[config.mk]
export PLATFORM = sky130hd
export DESIGN_NAME = sprite_palette_bank
export DESIGN_NICKNAME = d
export VERILOG_FILES = /design/src/rtl/palette_pkg.sv /design/src/rtl/palette_flash_fsm.sv /design/src/rtl/sprite_palette_bank.sv
export SDC_FILE = /design/constraint.sdc
export NUM_CORES = 1
export LEC_CHECK = 0
export CAP_MARGIN = 40
export CORE_ASPECT_RATIO = 1.5
export CORE_MARGIN = 5
export CORE_UTILIZATION = 55
export CTS_CLUSTER_DIAMETER = 150
export DETAILED_ROUTE_END_ITERATION = 16
export PLACE_DENSITY = 0.82
export SLEW_MARGIN = 20
export SYNTH_ARGS = -nofsm -noshare
export SYNTH_HDL_FRONTEND = slang
export SYNTH_SLANG_ARGS = --single-unit
[constraint.sdc]
create_clock -name clk -period 5.94 [get_ports clk]
set_clock_uncertainty 0.05 [all_clocks]
set_input_delay 0.891 -clock clk [delete_from_list [all_inputs] [get_ports clk]]
set_output_delay 0.891 -clock clk [all_outputs]
set_load 0.01 [all_outputs]
[src/rtl/palette_pkg.sv]
// palette_pkg
// Shared types and constants for the sprite palette bank.
//   flash_state_t   : flash FSM states (IDLE, ON, OFF)
//   rgb12_t         : packed 12-bit {r,g,b} colour, 4 bits per channel
//   DEFAULT_PALETTE : 16-entry colour table loaded into every bank on reset;
//                     entry 0 is the colour-key slot
//   FLASH_RGB_DEFAULT : default override colour used while a flash is ON
//   default_entry() : table lookup that yields 0 for entries past the table
package palette_pkg;

    typedef enum logic [1:0] {
        IDLE,
        ON,
        OFF
    } flash_state_t;

    typedef logic [11:0] rgb12_t;

    localparam rgb12_t DEFAULT_PALETTE [16] = '{
        12'h000, 12'hFFF, 12'hF00, 12'h0F0,
        12'h00F, 12'hFF0, 12'h0FF, 12'hF0F,
        12'h888, 12'h444, 12'hF80, 12'h8F0,
        12'h08F, 12'hF08, 12'h8F8, 12'hCCC
    };

    localparam rgb12_t FLASH_RGB_DEFAULT = 12'hFFF;

    // Palettes wider than 16 entries get black in the slots the table does
    // not cover, so a larger IDX_W still comes out of reset deterministic.
    function automatic rgb12_t default_entry(input int idx);
        rgb12_t entry;
        entry = '0;
        if (idx >= 0 && idx < 16) begin
            entry = DEFAULT_PALETTE[idx[3:0]];
        end
        return entry;
    endfunction

endpackage

[src/rtl/palette_flash_fsm.sv]
// palette_flash_fsm
// Frame-counted hit-flash sequencer. A start request loads the frame count
// and enters ON; each frame tick counts down one frame and alternates
// between ON and OFF until the count runs out.
// Ports:
//   clk          : clock
//   reset        : synchronous, active-high
//   frame_tick   : one-cycle pulse per frame
//   flash_start  : start or restart a flash
//   flash_frames : total frames in the flash, sampled with flash_start
//   flash_on     : override phase is active
//   flash_active : a flash is in progress (state not IDLE)
module palette_flash_fsm
    import palette_pkg::*;
(
    input  logic       clk,
    input  logic       reset,
    input  logic       frame_tick,
    input  logic       flash_start,
    input  logic [7:0] flash_frames,
    output logic       flash_on,
    output logic       flash_active
);

    flash_state_t state;
    flash_state_t state_next;
    logic [7:0]   rem;
    logic [7:0]   rem_next;
    logic [7:0]   rem_dec;

    // State and remaining-frame registers.
    always_ff @(posedge clk) begin
        if (reset) begin
            state <= IDLE;
            rem   <= 8'd0;
        end else begin
            state <= state_next;
            rem   <= rem_next;
        end
    end

    // Next-state logic. A start request takes priority over a coincident
    // frame tick, so a restart on a tick edge begins with the full count
    // rather than losing a frame. A zero-length start request cancels any
    // flash in progress.
    always_comb begin
        state_next = state;
        rem_next   = rem;
        rem_dec    = rem - 8'd1;
        if (flash_start) begin
            if (flash_frames != 8'd0) begin
                state_next = ON;
                rem_next   = flash_frames;
            end else begin
                state_next = IDLE;
                rem_next   = 8'd0;
            end
        end else if (frame_tick && state != IDLE) begin
            rem_next = rem_dec;
            if (rem_dec == 8'd0) begin
                state_next = IDLE;
            end else if (state == ON) begin
                state_next = OFF;
            end else begin
                state_next = ON;
            end
        end
    end

    assign flash_on     = (state == ON);
    assign flash_active = (state != IDLE);

endmodule

[src/rtl/sprite_palette_bank.sv]
// sprite_palette_bank
// Runtime-writable multi-bank palette. Maps (bank, index) to {r,g,b} through
// a two-stage pipeline, flags the colour key as transparent, and overrides
// opaque pixels with a flash colour during the ON phase of a hit flash.
// Ports:
//   clk, reset                 : clock, synchronous active-high reset
//   wr_en, wr_bank, wr_idx,
//   wr_rgb                     : palette entry write (out-of-range bank ignored)
//   rd_valid, rd_bank, rd_idx  : lookup request, result two cycles later
//   frame_tick                 : one-cycle pulse per frame
//   flash_start, flash_frames  : start/restart a flash of flash_frames frames
//   out_valid                  : lookup result valid
//   red, green, blue           : result colour, held while out_valid is low
//   transparent                : result is the colour key, pixel not drawn
//   flash_active               : a flash is in progress
module sprite_palette_bank
    import palette_pkg::*;
#(
    parameter int IDX_W           = 4,
    parameter int BANKS           = 4,
    parameter int CH_W            = 4,
    parameter int TRANSPARENT_IDX = 0,
    parameter logic [3*CH_W-1:0] FLASH_RGB = (3*CH_W)'(FLASH_RGB_DEFAULT),
    localparam int BANK_W         = (BANKS > 1) ? $clog2(BANKS) : 1
) (
    input  logic                clk,
    input  logic                reset,
    input  logic                wr_en,
    input  logic [BANK_W-1:0]   wr_bank,
    input  logic [IDX_W-1:0]    wr_idx,
    input  logic [3*CH_W-1:0]   wr_rgb,
    input  logic                rd_valid,
    input  logic [BANK_W-1:0]   rd_bank,
    input  logic [IDX_W-1:0]    rd_idx,
    input  logic                frame_tick,
    input  logic                flash_start,
    input  logic [7:0]          flash_frames,
    output logic                out_valid,
    output logic [CH_W-1:0]     red,
    output logic [CH_W-1:0]     green,
    output logic [CH_W-1:0]     blue,
    output logic                transparent,
    output logic                flash_active
);

    localparam int RGB_W   = 3 * CH_W;
    localparam int ENTRIES = 2 ** IDX_W;
    localparam logic [IDX_W-1:0]  KEY_IDX    = IDX_W'(TRANSPARENT_IDX);
    localparam logic [BANK_W:0]   BANK_LIMIT = (BANK_W + 1)'(BANKS);

    logic [RGB_W-1:0] mem [BANKS][ENTRIES];

    logic             wr_ok;
    logic             rd_ok;
    logic             flash_on;

    logic             s1_valid;
    logic [RGB_W-1:0] s1_rgb;
    logic             s1_key;
    logic [RGB_W-1:0] out_rgb;

    // Bank selects are one bit wider in the comparison so that a
    // non-power-of-two bank count can reject the unused codes.
    assign wr_ok = ({1'b0, wr_bank} < BANK_LIMIT);
    assign rd_ok = ({1'b0, rd_bank} < BANK_LIMIT);

    // Palette storage. Every bank reloads the default table on reset so a
    // reset mid-game also discards any runtime recolouring.
    always_ff @(posedge clk) begin
        if (reset) begin
            for (int b = 0; b < BANKS; b++) begin
                for (int e = 0; e < ENTRIES; e++) begin
                    mem[b][e] <= RGB_W'(default_entry(e));
                end
            end
        end else if (wr_en && wr_ok) begin
            mem[wr_bank][wr_idx] <= wr_rgb;
        end
    end

    // Stage 1: entry read and colour-key compare. The read sees the storage
    // before any same-cycle write lands, so read-during-write returns the
    // old colour. A bank outside the palette reads as a transparent black
    // pixel so a bad bank select never draws garbage.
    always_ff @(posedge clk) begin
        if (reset) begin
            s1_valid <= 1'b0;
            s1_rgb   <= '0;
            s1_key   <= 1'b0;
        end else begin
            s1_valid <= rd_valid;
            if (rd_ok) begin
                s1_rgb <= mem[rd_bank][rd_idx];
                s1_key <= (rd_idx == KEY_IDX);
            end else begin
                s1_rgb <= '0;
                s1_key <= 1'b1;
            end
        end
    end

    // Stage 2: output register with flash override. The flash phase is taken
    // from the FSM at this edge, so a pixel already in stage 1 when the
    // phase changes picks up the new phase. Colour-key pixels are never
    // flashed. Outputs hold between valid results.
    always_ff @(posedge clk) begin
        if (reset) begin
            out_valid   <= 1'b0;
            out_rgb     <= '0;
            transparent <= 1'b0;
        end else begin
            out_valid <= s1_valid;
            if (s1_valid) begin
                transparent <= s1_key;
                out_rgb     <= (flash_on && !s1_key) ? FLASH_RGB : s1_rgb;
            end
        end
    end

    palette_flash_fsm u_flash (
        .clk          (clk),
        .reset        (reset),
        .frame_tick   (frame_tick),
        .flash_start  (flash_start),
        .flash_frames (flash_frames),
        .flash_on     (flash_on),
        .flash_active (flash_active)
    );

    assign red   = out_rgb[3*CH_W-1:2*CH_W];
    assign green = out_rgb[2*CH_W-1:CH_W];
    assign blue  = out_rgb[CH_W-1:0];

endmodule

==> impl_metrics.py <==
metrics = {
    "status": {
        "status": "finished, final reports clean",
    },
    "worst_setup_path": {
        "path_class": "in2reg",
        "crit_arrival_ns": 3.62,
        "crit_chain": "clkdlybuf4s50_1, or2_2, buf_4, nor2_1, or2_2",
        "critPathMostFrequentCell": "or2_2",
        "r2r_start": "mem[2][68]",
        "cp_num_buf_inv": 2,
        "cpMaxStageDelayCell": "or2_2",
        "slowest_delay_ns": 0.65,
        "cp_top_family": "simple AND/OR/NAND/NOR gates",
        "path_max_fanout": 32,
        "crit_required_ns": 6.17,
        "startpoint": "wr_bank[1]",
        "cp-end-kind": "register",
        "startpoint_type": "primary input",
    },
    "placed_design": {
        "place.gp.congestion": 0.888,
        "io_buffers": 52,
        "place_inst": 3230,
        "placed_cell_area_um2": 37900,
        "pre_cts_ws_ns": 1.97,
        "hpwl_mm": 60.4,
    },
    "clocking": {
        "cts_tree": "built",
        "cts.clk_slew.worst_paths_ns": 0.06,
        "cts.sinks": 806,
        "postCtsHoldBufs": 0,
        "post-cts-setup-buffers": 0,
        "h-tree-depth": 3,
        "clock_latency_ns": 0.63,
        "numCtsBuffers": 73,
        "cts_buffer_depth": 3,
        "cts_resized": 0,
        "cts_root_buf": "clkbuf_16",
    },
    "power_and_ir_drop": {
        "leakagePower_uw": 0.0134,
        "vdd_drop_max_v": 0.000218,
        "p_clk_share_pct": 38.6,
        "p_total_uw": 12400,
        "power.internal_uw": 9610,
        "pwr-share-comb_pct": 8.1,
        "swShare_pct": 22.7,
        "p_sw_uw": 2830,
        "p_seq_share_pct": 53.3,
        "power_density_nw_per_um2": 308,
    },
    "sta": {
        "max_slew_margin_pct": 37.9,
        "setup_violations": 0,
        "period_share_pct": 57.1,
        "worstMarginPinSlew_ns": 0.932,
        "finalMaxSlewViolations": 0,
        "worst_slack_ns": 2.55,
        "clock.fmax_mhz": 295,
        "finalHoldViolations": 0,
        "rsz0062_at_grt": "false",
        "layout_min_cycle_time_ns": 3.39,
        "setup_tns_ns": 0,
    },
    "synth": {
        "synth_area_um2": 37100,
        "ys_async_sr_fraction_pct": 0,
        "ys_types": 60,
        "seq_area_frac_synth_pct": 64.3,
        "syn_area_per_cell_um2": 14.8,
        "yosysWarnings": 0,
        "syn_nets": 2546,
        "synth_cells": 2506,
        "ys.flop_type": "edfxtp_1",
        "synth_edf_count": 768,
        "ys_seq_elements": 806,
    },
    "flow_run": {
        "drv_cap": 0,
    },
    "route": {
        "vias": 21900,
        "avgViaCountPerCell": 6.49,
        "drt_iter0_markers": 2706,
        "finalWirelength_mm": 95.9,
        "wl_per_cell_um": 28.5,
        "detail_route.first_pass.iterations": 8,
        "route.detailed.drc": 0,
        "final_antenna_net_count": 0,
    },
    "die": {
        "fp.coreArea_um2": 66800,
        "ios": 53,
        "start_util_pct": 55.5,
        "core.rowCount": 116,
        "die_area_um2": 72800,
        "die-width_um": 222,
        "die_y_um": 328,
    },
    "final_layout": {
        "nNetsFinal": 2465,
        "diodes": 0,
        "area_growth_pct": 8.91,
        "fin_cells": 3366,
        "layout_commonest_cell": "edfxtp_1",
        "drive_gt1_share_pct": 19.8,
        "mostFrequentLayoutCells": "edfxtp_1 (768), and2_1 (404), or3_1 (298), mux4_2 (172), or2_2 (107)",
        "fin_area_um2": 40400,
    },
    "min_path": {
        "hp-class": "reg2reg",
        "min_from": "out_rgb[3]",
    },
    "grt": {
        "grt_use_met1_pct": 31.5,
        "antenna_found_initial": 1,
        "grt_max_degree": 88,
        "first_global_vias": 22400,
        "grt_pass1_wl_mm": 143,
        "grt_overflow": 0,
        "grt_util_met2_pct": 45.0,
        "busiest_layer": "met2",
        "grt_usage_pct": 26.2,
        "met3_usage_pct": 3.83,
    },
}
==> sequential cells by signal, summed over array words and instances (netlist names) <==
name,flops
mem,768
out_rgb,12
s1_rgb,12
u_flash.rem,8
u_flash.state,2
out_valid,1
s1_key,1
s1_valid,1
transparent,1
==> synth_stat cells (all sizes together), types with 4 or more instances <==
cell type	instances	share of area, %
nand2	34	0.34
inv	5	0.051
and3	25	0.42
mux2	41	1.2
a21o	8	0.16
dfxtp	38	2.1
nand2b	10	0.17
mux2i	50	1.4
a221o	8	0.22
nor3	24	0.34
o21ai	4	0.054
or3	298	5.0
o22ai	19	0.32
a221oi	12	0.28
and2	404	6.8
or2	107	1.8
a211o	5	0.12
a211oi	7	0.14
o2bb2ai	7	0.17
buf	63	1.2
o221ai	19	0.45
nand3	14	0.19
edfxtp	768	62
a31oi	8	0.14
clkbuf	188	1.9
o31ai	8	0.16
a21oi	13	0.18
mux4	172	10
nor2	97	0.98
nor2b	13	0.22
xnor2	6	0.14
==> per-stage QoR <==
step	hold slack, ns	util (%)
after global placement	0.421	56.7
after detailed placement	0.417	56.8
after global routing	0.457	60.5
after CTS	0.431	60.4
after floorplan	0.411	-
final	0.429	60.5
==> cell families after synthesis <==
| family | count (synthesis) | synth area share (%) |
|---|---|---|
| adder cells (fa/ha/maj) | 2 | 0.0675 |
| AO/OA/AOI/OAI | 131 | 2.68 |
| XOR/XNOR | 7 | 0.165 |
| buffers and inverters | 257 | 3.12 |
| multiplexers | 263 | 13.0 |
| AND/OR/NAND/NOR | 1040 | 16.6 |
| flip-flops | 806 | 64.3 |
==> routing by layer <==
metal / part of all wire, % / up-vias
li1: - / 9269
met1: 33 / 11000
met2: 51 / 1282
met3: 8.4 / 286
met4: 7.0 / 0
met5: 0 / -
==> power groups by stage <==
stage	sequential, uW	clock [uW]	combinational [uW]
global placement	6720	0	967
floorplan	6680	0	641
detailed placement	6740	0	993
finish	6620	4800	1010
global route	6640	5060	1050
CTS	6620	4820	997
==> final timing paths <==
check                           slack, ns  cells past startpoint           to
worst max-delay path                 2.55                      5  mem[0][191]
worst min-delay path                 0.43                      2   out_rgb[3]
worst max register to register       3.48                      5    s1_rgb[8]
worst min register to register       0.43                      2   out_rgb[3]
==> worst reg2reg max path, cell delays in order (launching register included) <==
cell	delay (ns)
edfxtp_1	0.38
mux4_2	0.50
mux2_2	0.32
a221oi_1	0.70
nor3_1	0.20
a21o_1	0.21
==> cell type report <==
class / count / area, um2
Clock buffer: 92 / 1950
Clock inverter: 39 / 434
Fill cell: 4735 / 26400
Inverter: 6 / 22.5
Multi-Input combinational cell: 1443 / 12100
Sequential cell: 806 / 23800
Tap cell: 885 / 1110
Timing Repair Buffer: 95 / 926
Power figures use the tool's default switching activity.
